==> config.mk <==
export PLATFORM = sky130hd
export DESIGN_NAME = ssb_dac_out
export DESIGN_NICKNAME = d
export VERILOG_FILES = /design/src/rtl/ssb_dac_out.sv
export SDC_FILE = /design/constraint.sdc
export NUM_CORES = 1
export LEC_CHECK = 0
export CORE_MARGIN = 2
export CORE_UTILIZATION = 35
export CTS_CLUSTER_SIZE = 30
export DETAILED_ROUTE_END_ITERATION = 7
export SKIP_LAST_GASP = 1
export SYNTH_ARGS = -nofsm -noshare
export SYNTH_HDL_FRONTEND = slang
export SYNTH_SLANG_ARGS = --single-unit
==> constraint.sdc <==
create_clock -name clk -period 7.7 [get_ports clk]
set_input_delay 0.77 -clock clk [delete_from_list [all_inputs] [get_ports clk]]
set_output_delay 0.77 -clock clk [all_outputs]
set_load 0.01 [all_outputs]
==> src/rtl/ssb_dac_out.sv <==
// SSB DAC output stage: rounds and clips the modulator product to an offset-binary code,
// supervised by an IDLE/SETTLE/RUN/FAULT machine with per-window clip and peak monitoring.
module ssb_dac_out #(
  parameter int SHIFT      = 35,
  parameter int DAC_W      = 14,
  parameter int SETTLE_CYC = 4096,
  parameter int WIN        = 1024,
  parameter int SAT_MAX    = 16
) (
  input  logic             clk,
  input  logic             rst,
  input  logic             en,
  input  logic [63:0]      result,
  input  logic             result_vld,
  input  logic             clr_fault,
  output logic [DAC_W-1:0] dac_data,
  output logic             dac_vld,
  output logic             sat_flag,
  output logic [15:0]      sat_cnt,
  output logic [DAC_W-2:0] peak,
  output logic [1:0]       state
);
  typedef enum logic [1:0] {IDLE = 2'd0, SETTLE = 2'd1, RUN = 2'd2, FAULT = 2'd3} state_t;

  localparam int S1W = 65 - SHIFT;
  localparam int SCW = $clog2(SETTLE_CYC + 1);
  localparam int WCW = $clog2(WIN + 1);
  localparam int CCW = $clog2(SAT_MAX + 1);
  localparam logic signed [S1W-1:0] VMAX = S1W'((2 ** (DAC_W - 1)) - 1);
  localparam logic signed [S1W-1:0] VMIN = S1W'(-(2 ** (DAC_W - 1)));
  localparam logic [DAC_W-1:0]      MID  = {1'b1, {(DAC_W - 1){1'b0}}};

  state_t                st, nxt;
  logic [3:1]            vld_pipe;
  logic signed [S1W-1:0] rnd, s1;
  logic [DAC_W-1:0]      clip_val, s2_val, neg_val;
  logic                  clip_hit, s2_clip;
  logic [DAC_W-2:0]      abs_val, run_peak, peak_upd;
  logic [SCW-1:0]        settle_cnt;
  logic [WCW-1:0]        win_cnt;
  logic [CCW-1:0]        win_clip;
  logic                  run_smp, fault_hit, wrap, settle_done;
  logic                  unused_lsb;

  // Adding half an LSB then shifting equals the floor quotient plus the first dropped bit,
  // so only the kept bits and result[SHIFT-1] matter; the rest cannot change the outcome.
  assign rnd        = $signed({result[63], result[63:SHIFT]}) + S1W'(result[SHIFT-1]);
  assign unused_lsb = ^result[SHIFT-2:0];

  always_comb begin
    clip_val = s1[DAC_W-1:0];
    clip_hit = 1'b0;
    if (s1 > VMAX) begin
      clip_val = VMAX[DAC_W-1:0];
      clip_hit = 1'b1;
    end else if (s1 < VMIN) begin
      clip_val = VMIN[DAC_W-1:0];
      clip_hit = 1'b1;
    end
  end

  // Magnitude of the most negative code does not fit, so it reports as full scale.
  assign neg_val  = ~s2_val + DAC_W'(1);
  assign abs_val  = !s2_val[DAC_W-1] ? s2_val[DAC_W-2:0] :
                    (neg_val[DAC_W-1] ? '1 : neg_val[DAC_W-2:0]);
  assign peak_upd = (abs_val > run_peak) ? abs_val : run_peak;

  assign run_smp     = vld_pipe[2] && en && (st == RUN);
  assign fault_hit   = run_smp && s2_clip && (win_clip == CCW'(SAT_MAX - 1));
  assign wrap        = run_smp && (win_cnt == WCW'(WIN - 1));
  assign settle_done = vld_pipe[2] && en && (st == SETTLE) &&
                       (settle_cnt == SCW'(SETTLE_CYC - 1));

  always_comb begin
    nxt = st;
    case (st)
      IDLE:    if (en) nxt = SETTLE;
      SETTLE:  if (!en) nxt = IDLE; else if (settle_done) nxt = RUN;
      RUN:     if (!en) nxt = IDLE; else if (fault_hit) nxt = FAULT;
      FAULT:   if (clr_fault) nxt = en ? SETTLE : IDLE;
      default: nxt = IDLE;
    endcase
  end

  always_ff @(posedge clk or negedge rst) begin
    if (!rst) begin
      st         <= IDLE;
      vld_pipe   <= '0;
      s1         <= '0;
      s2_val     <= '0;
      s2_clip    <= 1'b0;
      dac_data   <= MID;
      sat_flag   <= 1'b0;
      sat_cnt    <= '0;
      peak       <= '0;
      settle_cnt <= '0;
      win_cnt    <= '0;
      win_clip   <= '0;
      run_peak   <= '0;
    end else begin
      st       <= nxt;
      vld_pipe <= {vld_pipe[2:1], result_vld};
      if (result_vld) s1 <= rnd;
      if (vld_pipe[1]) begin
        s2_val  <= clip_val;
        s2_clip <= clip_hit;
      end
      // The fault decision is made on this same edge, so the triggering sample is muted.
      if (vld_pipe[2]) begin
        dac_data <= (run_smp && !fault_hit) ? {~s2_val[DAC_W-1], s2_val[DAC_W-2:0]} : MID;
        sat_flag <= s2_clip;
      end
      if (clr_fault) sat_cnt <= '0;
      else if (vld_pipe[2] && s2_clip && st != IDLE && sat_cnt != 16'hFFFF)
        sat_cnt <= sat_cnt + 16'd1;
      if (st != SETTLE) settle_cnt <= '0;
      else if (vld_pipe[2] && en) settle_cnt <= settle_cnt + SCW'(1);
      if (st != RUN || wrap) begin
        win_cnt  <= '0;
        win_clip <= '0;
        run_peak <= '0;
      end else if (run_smp) begin
        win_cnt  <= win_cnt + WCW'(1);
        win_clip <= win_clip + CCW'(s2_clip);
        run_peak <= peak_upd;
      end
      if (wrap) peak <= peak_upd;
    end
  end

  assign dac_vld = vld_pipe[3];
  assign state   = st;
endmodule

After elaboration in Yosys (flattened, before gate mapping)
Cells that the tools add are included.
Widths: inputs -> output; s select.
{"block": "word_totals", "output_inout_bits": 47, "inputBits": 69, "latchBits": 0, "wordCells": 82, "romBits": 0, "ff_bits": 136, "memories": 0, "ramBits": 0}
{"block": "op_classes", "n_eq_ne": 13, "div": 0, "n_addsub": 6, "bitwise_logic": 2, "multipliers": 0, "magnitude_cmp": 3, "shift": 0, "muxes": 26, "reduce_logical": 19}
{"operator": "$mux 13", "count": 7}
{"operator": "$mux 14", "count": 3}
{"operator": "$mux 16", "count": 2}
{"operator": "$add 29x2->30", "count": 1}
{"operator": "$gt 30x14->1 const B", "count": 1}
{"operator": "$lt 30x14->1 const B", "count": 1}
{"operator": "$mux 11", "count": 2}
{"operator": "$add 16x1->16 const B", "count": 1}
{"operator": "$ne 16x16->1 const B", "count": 1}
{"operator": "$add 14x1->14 const B", "count": 1}
{"operator": "$not 14->14", "count": 1}
{"operator": "$add 13x1->13 const B", "count": 1}
{"operator": "$eq 13x12->1 const B", "count": 1}
{"operator": "$gt 13x13->1", "count": 1}
{"operator": "$mux 2", "count": 6}
{"operator": "$add 11x1->11 const B", "count": 1}
{"operator": "$eq 11x10->1 const B", "count": 1}
{"operator": "$logic_and 1x1->1", "count": 11}
{"operator": "$mux 5", "count": 2}
{"operator": "$pmux 2 s4", "count": 1}
{"operator": "$reduce_bool 2->1", "count": 4}
{"operator": "$ne 2x2->1 const B", "count": 3}
{"operator": "$ne 3x3->1 const B", "count": 2}
{"operator": "$add 5x1->5", "count": 1}
{"operator": "other kinds (10)", "count": 13}

Logic depth before layout (Yosys ltp)
Gate-level depths: netlist (run 1).
{"block": "depth", "word_depth": 8, "depth_mapped": 16, "ltp_nobuf": 13}

Worst setup path before layout (run 1)
OpenSTA, ideal clock, no wires.
{"block": "synth_path", "kind": "reg-to-reg", "from": "reg s2_val[0]", "to": "reg run_peak[10]", "synth_period_minus_slack_ns": 3.560, "path_buffers": 2, "required_ns": 7.579, "path_stages_with_launch": 14, "path_slack_ns": 4.140, "arrival_ns": 3.439, "setup_ns": 0.121, "cell_sequence": "dfrtp_1 > clkbuf_1 > inv_1 > ha_1 > or4b_1 > o41ai_1 > xnor2_1 > nand2_2 > ha_1 > nand4_1 > or4_1 > and3_1 > clkbuf_1 > a22o_1"}
{"block": "synth_between", "elab_chain_len": 8}
{"item": "start: declaration", "line_no": "36", "rtl": "logic [DAC_W-1:0] clip_val, s2_val, neg_val;"}
{"item": "start signal: assignment", "line_no": "105", "rtl": "s2_val <= clip_val;"}
{"item": "$not 14->14", "line_no": "63", "rtl": "assign neg_val = ~s2_val + DAC_W'(1);"}
{"item": "$add 14x1->14", "line_no": "63"}
{"item": "$mux 13", "line_no": "65", "rtl": "(neg_val[DAC_W-1] ? '1 : neg_val[DAC_W-2:0]);"}
{"item": "$mux 13 (*)", "line_no": "64", "rtl": "assign abs_val = !s2_val[DAC_W-1] ? s2_val[DAC_W-2:0] :"}
{"item": "$gt 13x13->1", "line_no": "66", "rtl": "assign peak_upd = (abs_val > run_peak) ? abs_val : run_peak;"}
{"item": "$mux 13 (*)", "line_no": "66"}
{"item": "$mux 13 (*)", "line_no": "122", "rtl": "end else if (run_smp) begin"}
{"item": "$mux 13 (*)", "line_no": "118", "rtl": "if (st != RUN || wrap) begin"}
{"item": "end signal: assignment", "line_no": "125", "rtl": "run_peak <= peak_upd;"}
{"item": "end: declaration", "line_no": "38", "rtl": "logic [DAC_W-2:0] abs_val, run_peak, peak_upd;"}
Every way passes the cells marked *; elsewhere a longest branch is shown, timed or not. The select of a mux whose other input is x is not followed.
A chain may end at the register's enable or synchronous reset.

Final worst setup path (run 1)
{"block": "layout_path", "from": "reg s2_val[0]", "to": "reg run_peak[7]"}
The elaborated chain is that of the path after synthesis.

==> results of run 1 <==
-- worst reg2reg max path, delay by kind of cell (launching register included) --
kind / cells / cell delay, ns
adders and majority gates: 2 / 0.52
buffers and inverters: 1 / 0.14
DFF: 1 / 0.49
xor gates and xnor gates: 1 / 0.19
AOI/OAI and AO/OA: 4 / 1.54
and+or+nand+nor: 4 / 1.25
-- flip-flops by register name, summed over array words and instances, names as in the netlist, 3 cells and up --
name and cells:
sat_cnt 16, dac_data 14, run_peak 13, peak 13
win_clip 5, settle_cnt 13, win_cnt 11, vld_pipe 3
s1 30, s2_val 14
-- final cells by class --
class | instances | area, um^2
clock buffer | 19 | 452.9
clock inverter | 11 | 147.6
fill | 2024 | 11300
inverter | 46 | 172.7
multi-input combinational | 557 | 3392
sequential | 136 | 3405
tap | 270 | 337.8
timing repair buffer | 84 | 829.5
-- per-layer routing --
metal | vias to the layer above | track usage, % | wire [um] | share of wire, %
met4 | 0 | 5.146 | 215 | 1.4
met5 | - | 0 | 0 | 0
met1 | 2684 | 22.79 | 7849 | 50
met3 | 16 | 3.250 | 668 | 4.2
li1 | 2840 | - | - | -
met2 | 112 | 23.33 | 7032 | 45
-- cells by family (layout without fill, tap and decap cells) --
family / after synthesis / count (layout) / share of synthesized area, %
AO/OA/AOI/OAI: 169 / 169 / 14.50
XOR/XNOR: 62 / 62 / 7.654
AND/OR/NAND/NOR: 289 / 289 / 19.51
adder cells (fa/ha/maj): 21 / 21 / 3.704
multiplexers: 16 / 16 / 2.346
flip-flops: 136 / 136 / 47.99
buffers and inverters: 78 / 160 / 4.303
-- path summary, 6_finish.rpt --
| kind | startpoint | endpoint | slack (ns) | depth (start not counted) |
|---|---|---|---|---|
| worst min-delay path | rst | settle_cnt[7] | 0.33 | 1 |
| max in group asynchronous | rst | s1[27] | 6.09 | 2 |
| worst max register to register | s2_val[0] | run_peak[7] | 3.53 | 12 |
| worst min register to register | peak[4] | peak[4] | 0.49 | 2 |
| min in group clk | peak[4] | peak[4] | 0.49 | 2 |
| worst max-delay path | s2_val[0] | run_peak[7] | 3.53 | 12 |
-- where the power goes --
part           switching, mW  total [mW]  internal (mW)  leakage, nW
Sequential            0.0466       0.799          0.753         1.77
Combinational          0.165       0.285          0.120         1.50
Clock                  0.306       0.828          0.523        0.295
Total                  0.518        1.91           1.40         3.56
-- synthesized netlist by cell type, types with 6 or more instances --
| library cell | number | area, um^2 |
|---|---|---|
| sky130_fd_sc_hd__a21oi_1 | 49 | 245.2 |
| sky130_fd_sc_hd__o21ai_0 | 38 | 190.2 |
| sky130_fd_sc_hd__nor4_1 | 7 | 43.79 |
| sky130_fd_sc_hd__mux2i_1 | 11 | 110.1 |
| sky130_fd_sc_hd__xor2_1 | 34 | 297.8 |
| sky130_fd_sc_hd__a31oi_1 | 7 | 43.79 |
| sky130_fd_sc_hd__nor3_1 | 11 | 55.05 |
| sky130_fd_sc_hd__a22o_1 | 15 | 131.4 |
| sky130_fd_sc_hd__nand2_1 | 68 | 255.2 |
| sky130_fd_sc_hd__ha_1 | 21 | 262.8 |
| sky130_fd_sc_hd__o211ai_1 | 18 | 135.1 |
| sky130_fd_sc_hd__nand3_1 | 43 | 215.2 |
| sky130_fd_sc_hd__and2_1 | 6 | 37.54 |
| sky130_fd_sc_hd__nor2_1 | 91 | 341.6 |
| sky130_fd_sc_hd__o21ai_1 | 21 | 105.1 |
| sky130_fd_sc_hd__xnor2_1 | 28 | 245.2 |
| sky130_fd_sc_hd__and3_1 | 11 | 68.82 |
| sky130_fd_sc_hd__inv_1 | 46 | 172.7 |
| sky130_fd_sc_hd__clkbuf_1 | 26 | 97.59 |
| sky130_fd_sc_hd__nand4_1 | 23 | 143.9 |
| sky130_fd_sc_hd__nor2b_1 | 6 | 37.54 |
| sky130_fd_sc_hd__dfrtp_1 | 135 | 3378 |
-- per-stage QoR --
stage	instance area, um^2	hold slack [ns]	setup WS, ns
floorplan	7094	0.3786	4.140
global placement	8137	0.4697	3.624
detailed placement	8137	0.4793	3.594
CTS	8737	0.3514	3.557
global route	8737	0.3815	3.178
finish	8737	0.3312	3.527
==> load_flow_metrics.sql, run 1 <==
INSERT INTO impl_metrics (metric_group, metric, value, unit) VALUES
('outcome', 'run_status', 'completed', ''),
('setup_path', 'worstPathCellList', 'inv_1, ha_1, or4b_1, o41ai_1, xnor2_1, nand2_2, ha_1, nand4_1, nor4_1, a31oi_1, o21ai_1, a22o_1', ''),
('setup_path', 'cp_common_cell', 'sky130_fd_sc_hd__ha_1', ''),
('yosys', 'synth_nets', '861', ''),
('setup_path', 'worstSetupEndpointType', 'flip-flop', ''),
('placed_design', 'place.gp.congestion', '0.8082', ''),
('detailed_routing', 'drc', '0', ''),
('yosys', 'postSynthCellCount', '771', ''),
('timing', 'clock.fmax', '239.6', 'MHz'),
('grt', 'grt_antenna_before_repair', '0', ''),
('timing', 'maxSlewViolCount', '0', ''),
('layout', 'final_common_cell', 'sky130_fd_sc_hd__dfrtp_1', ''),
('yosys', 'synth_async_sr_flop_share', '100.0', '%'),
('grt', 'grt_pass1_vias', '5353', ''),
('grt', 'grt_usage', '15.65', '%'),
('grt', 'grt_overflow', '0', ''),
('timing', 'final.setup.tns', '0', 'ns'),
('placed_design', 'placed_cells_incl_taps', '1093', ''),
('detailed_routing', 'wl_per_cell', '14.04', 'um'),
('floorplan', 'placeableCoreArea', '20040', 'um^2'),
('detailed_routing', 'num_vias', '5652', ''),
('setup_path', 'critical-path-top-delay-family', 'compound AO/OA/AOI/OAI gates', ''),
('timing', 'period_share', '54.20', '%'),
('power', 'peakVddDrop', '0.00009095', 'V'),
('layout', 'utilization', '43.60', '%'),
('worst_hold_path', 'type_of_the_tightest_min_delay_check', 'in2async', ''),
('placed_design', 'hpwlAfterDp', '11310', 'um'),
('floorplan', 'die_area', '21420', 'um^2'),
('layout', 'most_frequent_cells_in_the_layout', 'sky130_fd_sc_hd__dfrtp_1 (135), sky130_fd_sc_hd__nor2_1 (91), sky130_fd_sc_hd__clkdlybuf4s50_1 (79), sky130_fd_sc_hd__nand2_1 (68), sky130_fd_sc_hd__a21oi_1 (49)', ''),
('timing', 'worst-slew-pin-transition', '1.203', 'ns'),
('layout', 'instances_no_fill', '1123', ''),
('clock_network', 'clkSlewWorstSetupHoldPaths', '0.06', 'ns'),
('power', 'post-layout-total-power', '1.913', 'mW'),
('clock_network', 'clock-root-buffer', 'sky130_fd_sc_hd__clkbuf_16', ''),
('floorplan', 'starting_utilization_of_the_core_area', '35.40', '%'),
('clock_network', 'clock_buffer_depth', '2', ''),
('detailed_routing', 'drt_wl_total', '15770', 'um'),
('setup_path', 'worstPathMaxFanout', '12', ''),
('timing', 'min_period', '4.173', 'ns'),
('clock_network', 'ctsHtreeMaxLevel', '4', ''),
('clock_network', 'cts_repair_resize_count', '0', ''),
('placed_design', 'port_buffers', '81', ''),
('clock_network', 'clk_latency', '0.43', 'ns'),
('yosys', 'syn-cell-area', '7094', 'um^2'),
('clock_network', 'cts_tree', 'done', ''),
('setup_path', 'critical_path_arrival', '4.53', 'ns'),
('yosys', 'yosysSeqAreaShare', '47.99', '%'),
('detailed_routing', 'final_antenna_violating_net_count', '0', ''),
('power', 'leakagePower', '3.565', 'nW'),
('setup_path', 'timing.critical_path.slowest_cell_delay', '0.85', 'ns'),
('setup_path', 'path_class', 'reg2reg', ''),
('yosys', 'ys_ff_latch', '136', ''),
('clock_network', 'cts-hold-fix-buffers', '0', ''),
('yosys', 'post_synth_edffs', '0', ''),
('yosys', 'post_synth.cell_area_avg', '9.201', 'um^2'),
('floorplan', 'die_w', '146.4', 'um'),
('layout', 'antenna-diode-count', '0', ''),
('clock_network', 'clock_sinks', '136', ''),
('timing', 'rsz0062_at_grt', 'no', ''),
('setup_path', 'critPathBufInv', '1', ''),
('detailed_routing', 'drt-vias-per-instance', '5.033', ''),
('timing', 'finalClockSkew', '0.01048', 'ns'),
('floorplan', 'floorplan.io_pins', '116', ''),
('grt', 'grt_start_max_net_pins', '71', ''),
('floorplan', 'die_height', '146.4', 'um'),
('clock_network', 'cts_post_setup_buffers_inserted', '0', ''),
('layout', 'layout-area-overhead-vs-synth', '23.16', '%'),
('timing', 'final-setup-viol-count', '0', ''),
('floorplan', 'placementRows', '52', ''),
('clock_network', 'cts_inserted_buffers', '17', ''),
('yosys', 'yosys_warnings', '0', '');
Note: power is estimated with default switching activity, not from simulation.
==> inputs of run 2 (changes only) <==
clock period = 4 ns   (was 7.7 ns; I/O delays follow)
==> run 2 against run 1 <==
Die area did not move. Global-route usage rose by 0.13 points. Register-to-register slack got worse by 3.2 ns. Combinational power rose by 110%. Sequential share of layout area fell by 0.65 points. Power rose by 98%. Sequential power rose by 91%.
==> load_flow_metrics.sql, run 2 (synthesis results as in run 1) <==
INSERT INTO impl_metrics (metric_group, metric, value, unit) VALUES
('setup_path', 'worstPathMaxFanout', '9', ''),
('layout', 'largestRegisters', 's1 (30), sat_cnt (16)', ''),
('grt', 'grt_start_max_net_pins', '88', ''),
('clock_network', 'clkSlewWorstSetupHoldPaths', '0.06', 'ns'),
('detailed_routing', 'first_iter_violations', '307', ''),
('power', 'leakagePower', '3.648', 'nW'),
('run', 'maxCapViolCount', '0', ''),
('detailed_routing', 'drt_wl_total', '15990', 'um'),
('timing', 'slew-limit-headroom', '20.37', '%'),
('placed_design', 'dp_worst_setup_slack', '0.06610', 'ns'),
('clock_network', 'cts_tree', 'done', ''),
('timing', 'clock.fmax', '271.3', 'MHz'),
('timing', 'postLayoutSetupSlackWorst', '0.3142', 'ns'),
('clock_network', 'clk_latency', '0.42', 'ns'),
('power', 'peakVddDrop', '0.0002441', 'V'),
('setup_path', 'worstSetupStartpointType', 'flip-flop', ''),
('setup_path', 'rr_worst_depth', '12', ''),
('clock_network', 'cts_post_setup_buffers_inserted', '0', ''),
('layout', 'nets', '944', ''),
('clock_network', 'clock-root-buffer', 'sky130_fd_sc_hd__clkbuf_16', ''),
('layout', 'most_frequent_cells_in_the_layout', 'sky130_fd_sc_hd__dfrtp_1 (135), sky130_fd_sc_hd__nor2_1 (91), sky130_fd_sc_hd__clkdlybuf4s50_1 (79), sky130_fd_sc_hd__nand2_1 (68), sky130_fd_sc_hd__a21oi_1 (49)', ''),
('setup_path', 'worstPathCellList', 'or4_4, or3_4, or2_1, nand2_2, ha_1, nand3_1, o21bai_1, a311o_1, a31oi_2, buf_4, mux2i_1, o21ai_1', ''),
('clock_network', 'clock_buffer_depth', '2', ''),
('power', 'comb_power_share', '15.5', '%'),
('detailed_routing', 'num_vias', '5607', ''),
('floorplan', 'die_w', '146.4', 'um'),
('layout', 'antenna-diode-count', '0', ''),
('layout', 'layout-area-overhead-vs-synth', '25.26', '%'),
('setup_path', 'reg2reg_launch_point', 's2_val[11]', ''),
('power', 'switching_share', '26.50', '%'),
('floorplan', 'die_area', '21420', 'um^2'),
('placed_design', 'hpwlAfterDp', '11450', 'um'),
('timing', 'rsz0062_at_grt', 'no', ''),
('floorplan', 'placeableCoreArea', '20040', 'um^2'),
('grt', 'grt_usage', '15.78', '%'),
('setup_path', 'critical-path-top-delay-family', 'simple AND/OR/NAND/NOR gates', ''),
('power', 'clkPwrFrac', '44.3', '%'),
('timing', 'timing_hold_violations_final', '0', ''),
('floorplan', 'floorplan.io_pins', '116', ''),
('grt', 'grt_antenna_before_repair', '0', ''),
('setup_path', 'critical-path-slowest-cell', 'sky130_fd_sc_hd__or4_4', ''),
('clock_network', 'cts_inserted_buffers', '17', ''),
('timing', 'period_share', '92.15', '%'),
('detailed_routing', 'drt-vias-per-instance', '4.931', ''),
('setup_path', 'critical_path_arrival', '3.99', 'ns'),
('timing', 'worst-slew-pin-transition', '1.182', 'ns'),
('layout', 'max_flop_register', 's1', ''),
('detailed_routing', 'drc', '0', ''),
('floorplan', 'die_height', '146.4', 'um'),
('setup_path', 'worstSetupEndpointType', 'flip-flop', ''),
('layout', 'final_common_cell', 'sky130_fd_sc_hd__dfrtp_1', ''),
('power', 'power.switching', '1.006', 'mW'),
('timing', 'final-setup-viol-count', '0', ''),
('power', 'pwr_density_cell', '427.3', 'nW/um^2'),
('floorplan', 'placementRows', '52', ''),
('power', 'post-layout-total-power', '3.797', 'mW'),
('setup_path', 'critPathBufInv', '1', ''),
('grt', 'grt_pass1_vias', '5382', ''),
('grt', 'grt_first_pass_wirelength', '27290', 'um'),
('setup_path', 'timing.critical_path.slowest_cell_delay', '0.58', 'ns'),
('power', 'cell_internal_pwr', '2.791', 'mW'),
('placed_design', 'place.gp.congestion', '0.8326', ''),
('grt', 'grt_overflow', '0', ''),
('setup_path', 'crit-reg2reg-capture', 'peak[10]', ''),
('timing', 'min_period', '3.686', 'ns'),
('worst_hold_path', 'type_of_the_tightest_min_delay_check', 'in2async', ''),
('detailed_routing', 'dr.pass1.iters', '5', ''),
('setup_path', 'path_class', 'reg2reg', ''),
('clock_network', 'ctsHtreeMaxLevel', '4', ''),
('timing', 'final.setup.tns', '0', 'ns'),
('detailed_routing', 'final_antenna_violating_net_count', '0', ''),
('floorplan', 'starting_utilization_of_the_core_area', '35.40', '%'),
('setup_path', 'worst-endpoint-required', '4.30', 'ns'),
('timing', 'maxSlewViolCount', '0', ''),
('clock_network', 'clock_sinks', '136', ''),
('outcome', 'run_status', 'completed', ''),
('timing', 'finalClockSkew', '0.006976', 'ns'),
('detailed_routing', 'wl_per_cell', '14.06', 'um'),
('layout', 'largest_register_ffs', '30', ''),
('power', 'p_seq_share', '40.2', '%'),
('setup_path', 'setup.reg_to_reg.worst_slack', '0.31', 'ns'),
('placed_design', 'port_buffers', '81', ''),
('layout', 'final_layout_size_suffix_gt1_share', '7.843', '%');
run 2: cell type report:
cell class	instances	area, um^2
fillers	2004	11150
multi-input cells	557	3411
flip-flops and latches	136	3405
repair buffers	96	919.6
clock buffers	21	470.5
well taps	270	337.8
inverters	46	172.7
clock inverters	11	170.2
run 2: what timing repair did:
action	CTS	global route
hold buffers	0	0
endpoints found under the setup margin	0	12
resized for setup	0	4
run 2: worst max path at each step:
stage          startpoint           end  slack, ns  cells after the start
2_1_floorplan   s2_val[0]  run_peak[10]       0.44                     13
3_3_place_gp    s2_val[1]   run_peak[8]       0.12                     12
3_5_place_dp    s2_val[1]   run_peak[8]       0.07                     12
4_1_cts         s2_val[1]   run_peak[8]       0.05                     12
5_1_grt         s2_val[0]   run_peak[8]       0.08                     11
6_report       s2_val[11]      peak[10]       0.31                     12
run 2: worst register-to-register path, cell delays in order (launching register included):
cell and delay (ns):
sky130_fd_sc_hd__dfrtp_1 0.43, sky130_fd_sc_hd__or4_4 0.58, sky130_fd_sc_hd__or3_4 0.37, sky130_fd_sc_hd__or2_1 0.34, sky130_fd_sc_hd__nand2_2 0.14, sky130_fd_sc_hd__ha_1 0.17, sky130_fd_sc_hd__nand3_1 0.12, sky130_fd_sc_hd__o21bai_1 0.18
sky130_fd_sc_hd__a311o_1 0.39, sky130_fd_sc_hd__a31oi_2 0.27, sky130_fd_sc_hd__buf_4 0.26, sky130_fd_sc_hd__mux2i_1 0.25, sky130_fd_sc_hd__o21ai_1 0.07
run 2: through the flow:
| step | utilization, % | hold slack, ns | cells | area (um^2) |
|---|---|---|---|---|
| after detailed placement | 41.05 | 0.4752 | 1105 | 8227 |
| after CTS | 44.25 | 0.06674 | 1137 | 8867 |
| after global routing | 44.34 | 0.1040 | 1137 | 8886 |
| final | 44.34 | 0.01827 | 1137 | 8886 |
| after global placement | 41.05 | 0.4725 | 1105 | 8227 |
| after floorplan | - | 0.1044 | 771 | 7094 |
run 2: power by group through the flow:
stage	logic, mW	registers [mW]	clock network [mW]
after global routing	0.661	1.54	1.78
after global placement	0.581	1.55	0
final	0.587	1.53	1.68
after detailed placement	0.586	1.55	0
after floorplan	0.365	1.53	0
after CTS	0.589	1.53	1.71
run 2: routing by layer:
metal	vias to the layer above	part of all wire [%]	wire, um	global-route usage [%]
met1	2628	50	8011	22.62
met4	0	1.3	206	4.612
met5	-	0	0	0
met3	18	3.9	616	3.781
met2	106	45	7152	23.82
li1	2855	-	-	-
